## config.mk

```make
export PLATFORM = sky130hd
export DESIGN_NAME = dma_engine
export DESIGN_NICKNAME = d
export VERILOG_FILES = /design/src/rtl/dma_pkg.sv /design/src/rtl/dma_rr_arbiter.sv /design/src/rtl/dma_engine.sv
export SDC_FILE = /design/constraint.sdc
export NUM_CORES = 1
export LEC_CHECK = 0
export CORE_MARGIN = 3
export CORE_UTILIZATION = 37
export CTS_CLUSTER_SIZE = 14
export DETAILED_ROUTE_END_ITERATION = 10
export GPL_TIMING_DRIVEN = 0
export PLACE_DENSITY = 0.67
export SLEW_MARGIN = 20
export SYNTH_ARGS = -nofsm -noshare
export SYNTH_HDL_FRONTEND = slang
export SYNTH_HIERARCHICAL = 1
export SYNTH_SLANG_ARGS = --single-unit
export TNS_END_PERCENT = 10
```

## constraint.sdc

```tcl
create_clock -name clock -period 6.1 [get_ports clock]
set_clock_uncertainty 0.15 [all_clocks]
set_input_delay 1.22 -clock clock [delete_from_list [all_inputs] [get_ports clock]]
set_output_delay 1.22 -clock clock [all_outputs]
set_load 0.01 [all_outputs]
```

## src/rtl/dma_pkg.sv

```systemverilog
// Shared types and encodings for the DMA engine.
// Holds instruction field constants, mode and FSM state enums.
package dma_pkg;

  localparam int DEF_AW = 8;
  localparam int DEF_DW = 32;

  localparam logic [1:0] OP_RD  = 2'b00;
  localparam logic [1:0] OP_WR  = 2'b01;
  localparam logic [1:0] TY_IO  = 2'b01;
  localparam logic [1:0] TY_MEM = 2'b10;

  typedef enum logic [1:0] {
    MD_NONE,
    MD_M2IO,
    MD_IO2M,
    MD_M2M
  } mode_e;

  typedef enum logic [2:0] {
    ST_IDLE,
    ST_REQ,
    ST_READ,
    ST_WRITE,
    ST_DONE,
    ST_ISR_ACK,
    ST_ISR_WR
  } state_e;

  function automatic mode_e decode_mode(
    input logic [1:0] op,
    input logic [1:0] ty
  );
    mode_e m;
    unique case (1'b1)
      op == OP_WR && ty == TY_IO:  m = MD_M2IO;
      op == OP_RD && ty == TY_IO:  m = MD_IO2M;
      op == OP_WR && ty == TY_MEM: m = MD_M2M;
      default:                     m = MD_NONE;
    endcase
    return m;
  endfunction

endpackage

```

## src/rtl/dma_rr_arbiter.sv

```systemverilog
// Round-robin picker for pending I/O interrupts.
// Search starts just after the last serviced channel.
module dma_rr_arbiter
  import dma_pkg::*;
#(
  parameter int NCH = 2
) (
  input  logic           clock,
  input  logic           reset,
  input  logic [NCH-1:0] req,
  input  logic           advance,
  output logic [NCH-1:0] gnt
);

  localparam int IW = NCH > 1 ? $clog2(NCH) : 1;

  logic [IW-1:0]  last_q;
  logic [IW-1:0]  last_d;
  logic [IW-1:0]  sel;
  logic [NCH-1:0] hi;
  logic [NCH-1:0] pick;

  always_comb begin
    for (int i = 0; i < NCH; i++) begin
      hi[i] = IW'(i) > last_q;
    end
    pick = ((req & hi) != '0) ? (req & hi) : req;
    gnt  = '0;
    sel  = last_q;
    for (int i = NCH - 1; i >= 0; i--) begin
      if (pick[i]) begin
        gnt    = '0;
        gnt[i] = 1'b1;
        sel    = IW'(i);
      end
    end
    last_d = (advance && req != '0) ? sel : last_q;
  end

  always_ff @(posedge clock) begin
    if (reset) begin
      last_q <= IW'(NCH - 1);
    end else begin
      last_q <= last_d;
    end
  end

endmodule

```

## src/rtl/dma_engine.sv

```systemverilog
// Single-bus DMA engine: MEM2IO, IO2MEM, MEM2MEM block copies
// plus round-robin capture of I/O interrupt data into memory.
module dma_engine
  import dma_pkg::*;
#(
  parameter int AW      = DEF_AW,
  parameter int DW      = DEF_DW,
  parameter int NCH     = 2,
  parameter int IO_BASE = 192,
  parameter int IO_WIN  = 32
) (
  input  logic           clock,
  input  logic           reset,
  input  logic [25:0]    instruction,
  input  logic           start,
  input  logic [AW-1:0]  src_addr,
  input  logic [AW-1:0]  dst_addr,
  input  logic [AW-1:0]  ip_base,
  input  logic [NCH-1:0] io_ip,
  input  logic           grant,
  input  logic [DW-1:0]  rd_data,
  output logic           bus_req,
  output logic           busybus,
  output logic [AW-1:0]  d_address,
  output logic [DW-1:0]  wr_data,
  output logic           d_memwrite,
  output logic [NCH-1:0] d_iowrite,
  output logic [NCH-1:0] d_ioack,
  output logic           busy,
  output logic           done,
  output logic           err
);

  localparam int IW = NCH > 1 ? $clog2(NCH) : 1;

  state_e         st_q, st_d;
  mode_e          md_q, md_d;
  logic [AW-1:0]  src_q, src_d;
  logic [AW-1:0]  dst_q, dst_d;
  logic [AW-1:0]  cap_q, cap_d;
  logic [5:0]     cnt_q, cnt_d;
  logic [IW-1:0]  ch_q, ch_d;
  logic [DW-1:0]  dat_q, dat_d;
  logic           err_q, err_d;

  mode_e          md_in;
  logic           io_hit;
  logic [IW-1:0]  io_ch;
  logic [NCH-1:0] rr_gnt;
  logic           rr_adv;
  logic [IW-1:0]  rr_ch;
  logic [NCH-1:0] ch_1h;
  logic           unused_ins;

  assign unused_ins = ^instruction[21:6];
  assign md_in = decode_mode(instruction[25:24],
                             instruction[23:22]);

  always_comb begin : io_decode
    int a;
    a = int'((md_in == MD_M2IO) ? dst_addr : src_addr);
    io_hit = a >= IO_BASE && a < IO_BASE + NCH * IO_WIN;
    io_ch  = io_hit ? IW'((a - IO_BASE) / IO_WIN) : '0;
  end

  dma_rr_arbiter #(.NCH(NCH)) u_rr (
    .clock   (clock),
    .reset   (reset),
    .req     (io_ip),
    .advance (rr_adv),
    .gnt     (rr_gnt)
  );

  always_comb begin
    rr_ch = '0;
    ch_1h = '0;
    for (int i = 0; i < NCH; i++) begin
      if (rr_gnt[i]) rr_ch = IW'(i);
      ch_1h[i] = ch_q == IW'(i);
    end
  end

  always_comb begin
    st_d   = st_q;
    md_d   = md_q;
    src_d  = src_q;
    dst_d  = dst_q;
    cap_d  = cap_q;
    cnt_d  = cnt_q;
    ch_d   = ch_q;
    dat_d  = dat_q;
    err_d  = err_q;
    rr_adv = 1'b0;
    unique case (st_q)
      ST_IDLE: begin
        if (start && md_in != MD_NONE) begin
          md_d  = md_in;
          src_d = src_addr;
          dst_d = dst_addr;
          cnt_d = instruction[5:0];
          ch_d  = io_ch;
          err_d = 1'b0;
          if (md_in != MD_M2M && !io_hit) begin
            err_d = 1'b1;
            st_d  = ST_DONE;
          end else if (instruction[5:0] == 6'd0) begin
            st_d = ST_DONE;
          end else begin
            st_d = ST_REQ;
          end
        end else if (!start && io_ip != '0) begin
          // MD_NONE marks an interrupt capture in flight
          md_d   = MD_NONE;
          ch_d   = rr_ch;
          rr_adv = 1'b1;
          st_d   = ST_REQ;
        end
      end
      ST_REQ: begin
        if (grant) begin
          st_d = (md_q == MD_NONE) ? ST_ISR_ACK : ST_READ;
        end
      end
      ST_READ: begin
        if (grant) begin
          dat_d = rd_data;
          st_d  = ST_WRITE;
        end
      end
      ST_WRITE: begin
        if (grant) begin
          src_d = src_q + AW'(1);
          dst_d = dst_q + AW'(1);
          cnt_d = cnt_q - 6'd1;
          st_d  = (cnt_q == 6'd1) ? ST_DONE : ST_READ;
        end
      end
      ST_DONE: st_d = ST_IDLE;
      ST_ISR_ACK: begin
        if (grant) begin
          dat_d = rd_data;
          st_d  = ST_ISR_WR;
        end
      end
      ST_ISR_WR: begin
        if (grant) begin
          cap_d = cap_q + AW'(1);
          st_d  = ST_IDLE;
        end
      end
      default: st_d = ST_IDLE;
    endcase
  end

  always_comb begin
    bus_req    = 1'b0;
    busybus    = 1'b0;
    d_address  = '0;
    wr_data    = '0;
    d_memwrite = 1'b0;
    d_iowrite  = '0;
    d_ioack    = '0;
    unique case (st_q)
      ST_REQ: bus_req = 1'b1;
      ST_READ: begin
        bus_req   = 1'b1;
        busybus   = grant;
        d_address = src_q;
      end
      ST_WRITE: begin
        bus_req   = 1'b1;
        busybus   = grant;
        d_address = dst_q;
        wr_data   = dat_q;
        if (md_q == MD_M2IO) begin
          d_iowrite = grant ? ch_1h : '0;
        end else begin
          d_memwrite = grant;
        end
      end
      ST_ISR_ACK: begin
        bus_req = 1'b1;
        busybus = grant;
        d_ioack = grant ? ch_1h : '0;
      end
      ST_ISR_WR: begin
        bus_req    = 1'b1;
        busybus    = grant;
        d_address  = cap_q;
        wr_data    = dat_q;
        d_memwrite = grant;
      end
      default: ;
    endcase
  end

  assign busy = st_q != ST_IDLE;
  assign done = st_q == ST_DONE;
  assign err  = done & err_q;

  always_ff @(posedge clock) begin
    if (reset) begin
      st_q  <= ST_IDLE;
      md_q  <= MD_NONE;
      src_q <= '0;
      dst_q <= '0;
      cap_q <= ip_base;
      cnt_q <= '0;
      ch_q  <= '0;
      dat_q <= '0;
      err_q <= 1'b0;
    end else begin
      st_q  <= st_d;
      md_q  <= md_d;
      src_q <= src_d;
      dst_q <= dst_d;
      cap_q <= cap_d;
      cnt_q <= cnt_d;
      ch_q  <= ch_d;
      dat_q <= dat_d;
      err_q <= err_d;
    end
  end

endmodule

```

==> Flow_metrics.wiki <==
{| class="wikitable"
! Metric !! Value
|-
| Final Wtd Congestion || 0.8841
|-
| Detailed Route Iter0 Violations || roughly 340
|-
| Number of buffers on the longest clock path || 2
|-
| Peak supply drop || around 0.11 mV
|-
| Initial standard-cell utilization of the core || 38.46%
|-
| Clock slew seen by the registers of the worst setup and hold paths || 0.08 ns
|-
| Root Driver || sky130_fd_sc_hd__clkbuf_8
|-
| Fraction of layout instances using a drive strength above 1 || under 10%
|-
| CTS tree || built
|-
| Setup violation total in the final timing report || 0
|-
| Commonest non-fill, non-tap cells in the layout || sky130_fd_sc_hd__clkdlybuf4s50_1, sky130_fd_sc_hd__nand2_1, sky130_fd_sc_hd__a21oi_1, sky130_fd_sc_hd__dfxtp_1
|-
| Post-route ant nets || 0
|-
| Startpoint Class || input port
|-
| Via count || about 4.3k
|-
| Count of placed standard cells in the final layout, fillers left out || around 810
|-
| Arrival time reported for the critical path endpoint || 3.00 ns
|-
| Setup repair after global routing missed its margin || false
|-
| Minimum clock period after layout || 4.370 ns
|-
| Via count of the first global-routing pass || around 4k
|-
| Area Growth Syn to Fin || 39.63%
|-
| Number of buffers created by CTS || 9
|-
| Class of the most critical setup path || input port to primary output
|-
| Placed cell count || roughly 790
|-
| Post-CTS Repair Setup Buffers || 0
|-
| Leakage component of the power || 1.889 nW
|-
| Final Hold Violating Endpoints || 0
|-
| Total DRC errors in the routed layout || 0
|-
| Boundary pin count || 138
|-
| Required time reported for the critical path endpoint || 4.73 ns
|-
| DPL Wire Length || 9774 um
|-
| Antenna Diode Count || 0
|-
| Status || finished clean
|-
| Met1 wire length || approximately 5600 um
|-
| TritonRoute pass-1 iters || 5
|-
| Fmax || 228.8 MHz
|-
| Antenna violations before repair || 0
|-
| Tightest Pin Transition || just under 0.8 ns
|-
| Fin Setup TNS || 0 ns
|-
| Syn avg cell area || 7.488 um2
|-
| I/O Buffers || 121
|-
| Power Density || ~190 nW/um2
|-
| Total grt overflow || 0
|-
| Die extent in x || around 110 um
|-
| Worst hold-check path type || register to register
|-
| Most common cell after layout, fill and taps aside || sky130_fd_sc_hd__clkdlybuf4s50_1
|-
| WL per Instance || about 16 um
|-
| CP Capture Type || primary output
|-
| Total number of yosys warnings || 6
|-
| Overall routed net length || between 10000 and 15000 um
|-
| Count of H-tree levels built during CTS || 3
|-
| Largest net degree at the start of global routing || 14
|-
| Average vias per placed instance || ~5.3
|-
| # resized after CTS || 0
|-
| Post-synthesis net count || 628
|-
| Clock insertion delay at the later pin of the skew report || approximately 0.36 ns
|-
| Period Utilization, post-route || 71.64%
|-
| Largest fanout on the critical path || 10
|-
| Top Layer Used || met4
|-
| Die Height || 110.1 um
|-
| Max Cap Violations || 0
|-
| Cells after Synth || approximately 540
|-
| Cts hold-fix bufs || 0
|-
| Placeable core region || 10420 um2
|-
| Met3 Wirelength || 742 um
|-
| Combined global-route utilization of all metal layers || between 20% and 30%
|-
| Fin. max-slew vios || 0
|-
| Worst rel slew slack || 48.44%
|-
| Total Die Area || 12110 um2
|-
| Row count || 37
|-
| First-pass GRT wire length || 19860 um
|-
| Met2 WL post-DR || roughly 6200 um
|-
| Final core utilization || 53.71%
|-
| Total number of clock tree sinks || 70
|-
| Number of nets in the layout || 760
|-
| Post-Syn Area || 4006 um2
|}
metal layers:
layer  global-route usage [%]  vias up
li1                         -     2121
met1                    28.51     2035
met2                    34.32      128
met3                    3.378       16
met4                    6.233        0
met5                        0        -
worst paths after layout:
kind / from / end / slack [ns] / depth (start not counted)
setup / recovery: grant / d_iowrite[0] / 1.73 / 5
hold / removal: dat_q[13]$_SDFFE_PP0P_ / dat_q[13]$_SDFFE_PP0P_ / 0.30 / 2
setup reg to reg: st_q[0]$_SDFFE_PP0P_ / cap_q[6]$_DFFE_PP_ / 3.63 / 4
hold reg to reg: dat_q[13]$_SDFFE_PP0P_ / dat_q[13]$_SDFFE_PP0P_ / 0.30 / 2
metrics by stage:
step / hold slack [ns] / setup slack (ns) / power (mW) / cell area [um2]
6_report: 0.3020 / 1.730 / 1.082 / 5594
5_1_grt: 0.3142 / 1.557 / 1.128 / 5594
4_1_cts: 0.3031 / 1.742 / 1.086 / 5594
3_5_place_dp: 0.2920 / 1.734 / 0.6922 / 5388
3_3_place_gp: 0.2875 / 1.764 / 0.6889 / 5388
2_1_floorplan: 0.2817 / 2.879 / 0.6024 / 4006
registers in the layout (all words and copies together) (netlist names):
signal / cells
err_q: 1
cnt_q: 6
ch_q: 1
st_q: 3
dat_q: 32
md_q: 2
cap_q: 8
src_q: 8
dst_q: 8
u_rr/last_q: 1
worst max-delay path, stage by stage:
cell and delay [ns]:
sky130_fd_sc_hd__clkdlybuf4s50_1 0.51, sky130_fd_sc_hd__clkbuf_1 0.34, sky130_fd_sc_hd__nand3_1 0.15, sky130_fd_sc_hd__nor3_1 0.18, sky130_fd_sc_hd__clkdlybuf4s50_1 0.59
cell type report:
type,instances,area (um2)
inverters,5,18.77
well taps,136,170.2
plain buffers,36,160.2
repair buffers,121,1211
clock inverters,6,68.82
multi-input cells,424,2346
clock buffers,10,137.6
flip-flops and latches,70,1481
fillers,1019,4822
power by group:
part / leakage (nW) / total (mW) / internal [mW] / switching, mW
Sequential: 0.580 / 0.498 / 0.482 / 0.0153
Combinational: 1.21 / 0.187 / 0.0920 / 0.0946
Clock: 0.103 / 0.398 / 0.203 / 0.195
Total: 1.89 / 1.08 / 0.777 / 0.305
Power figures use the tool's default switching activity.
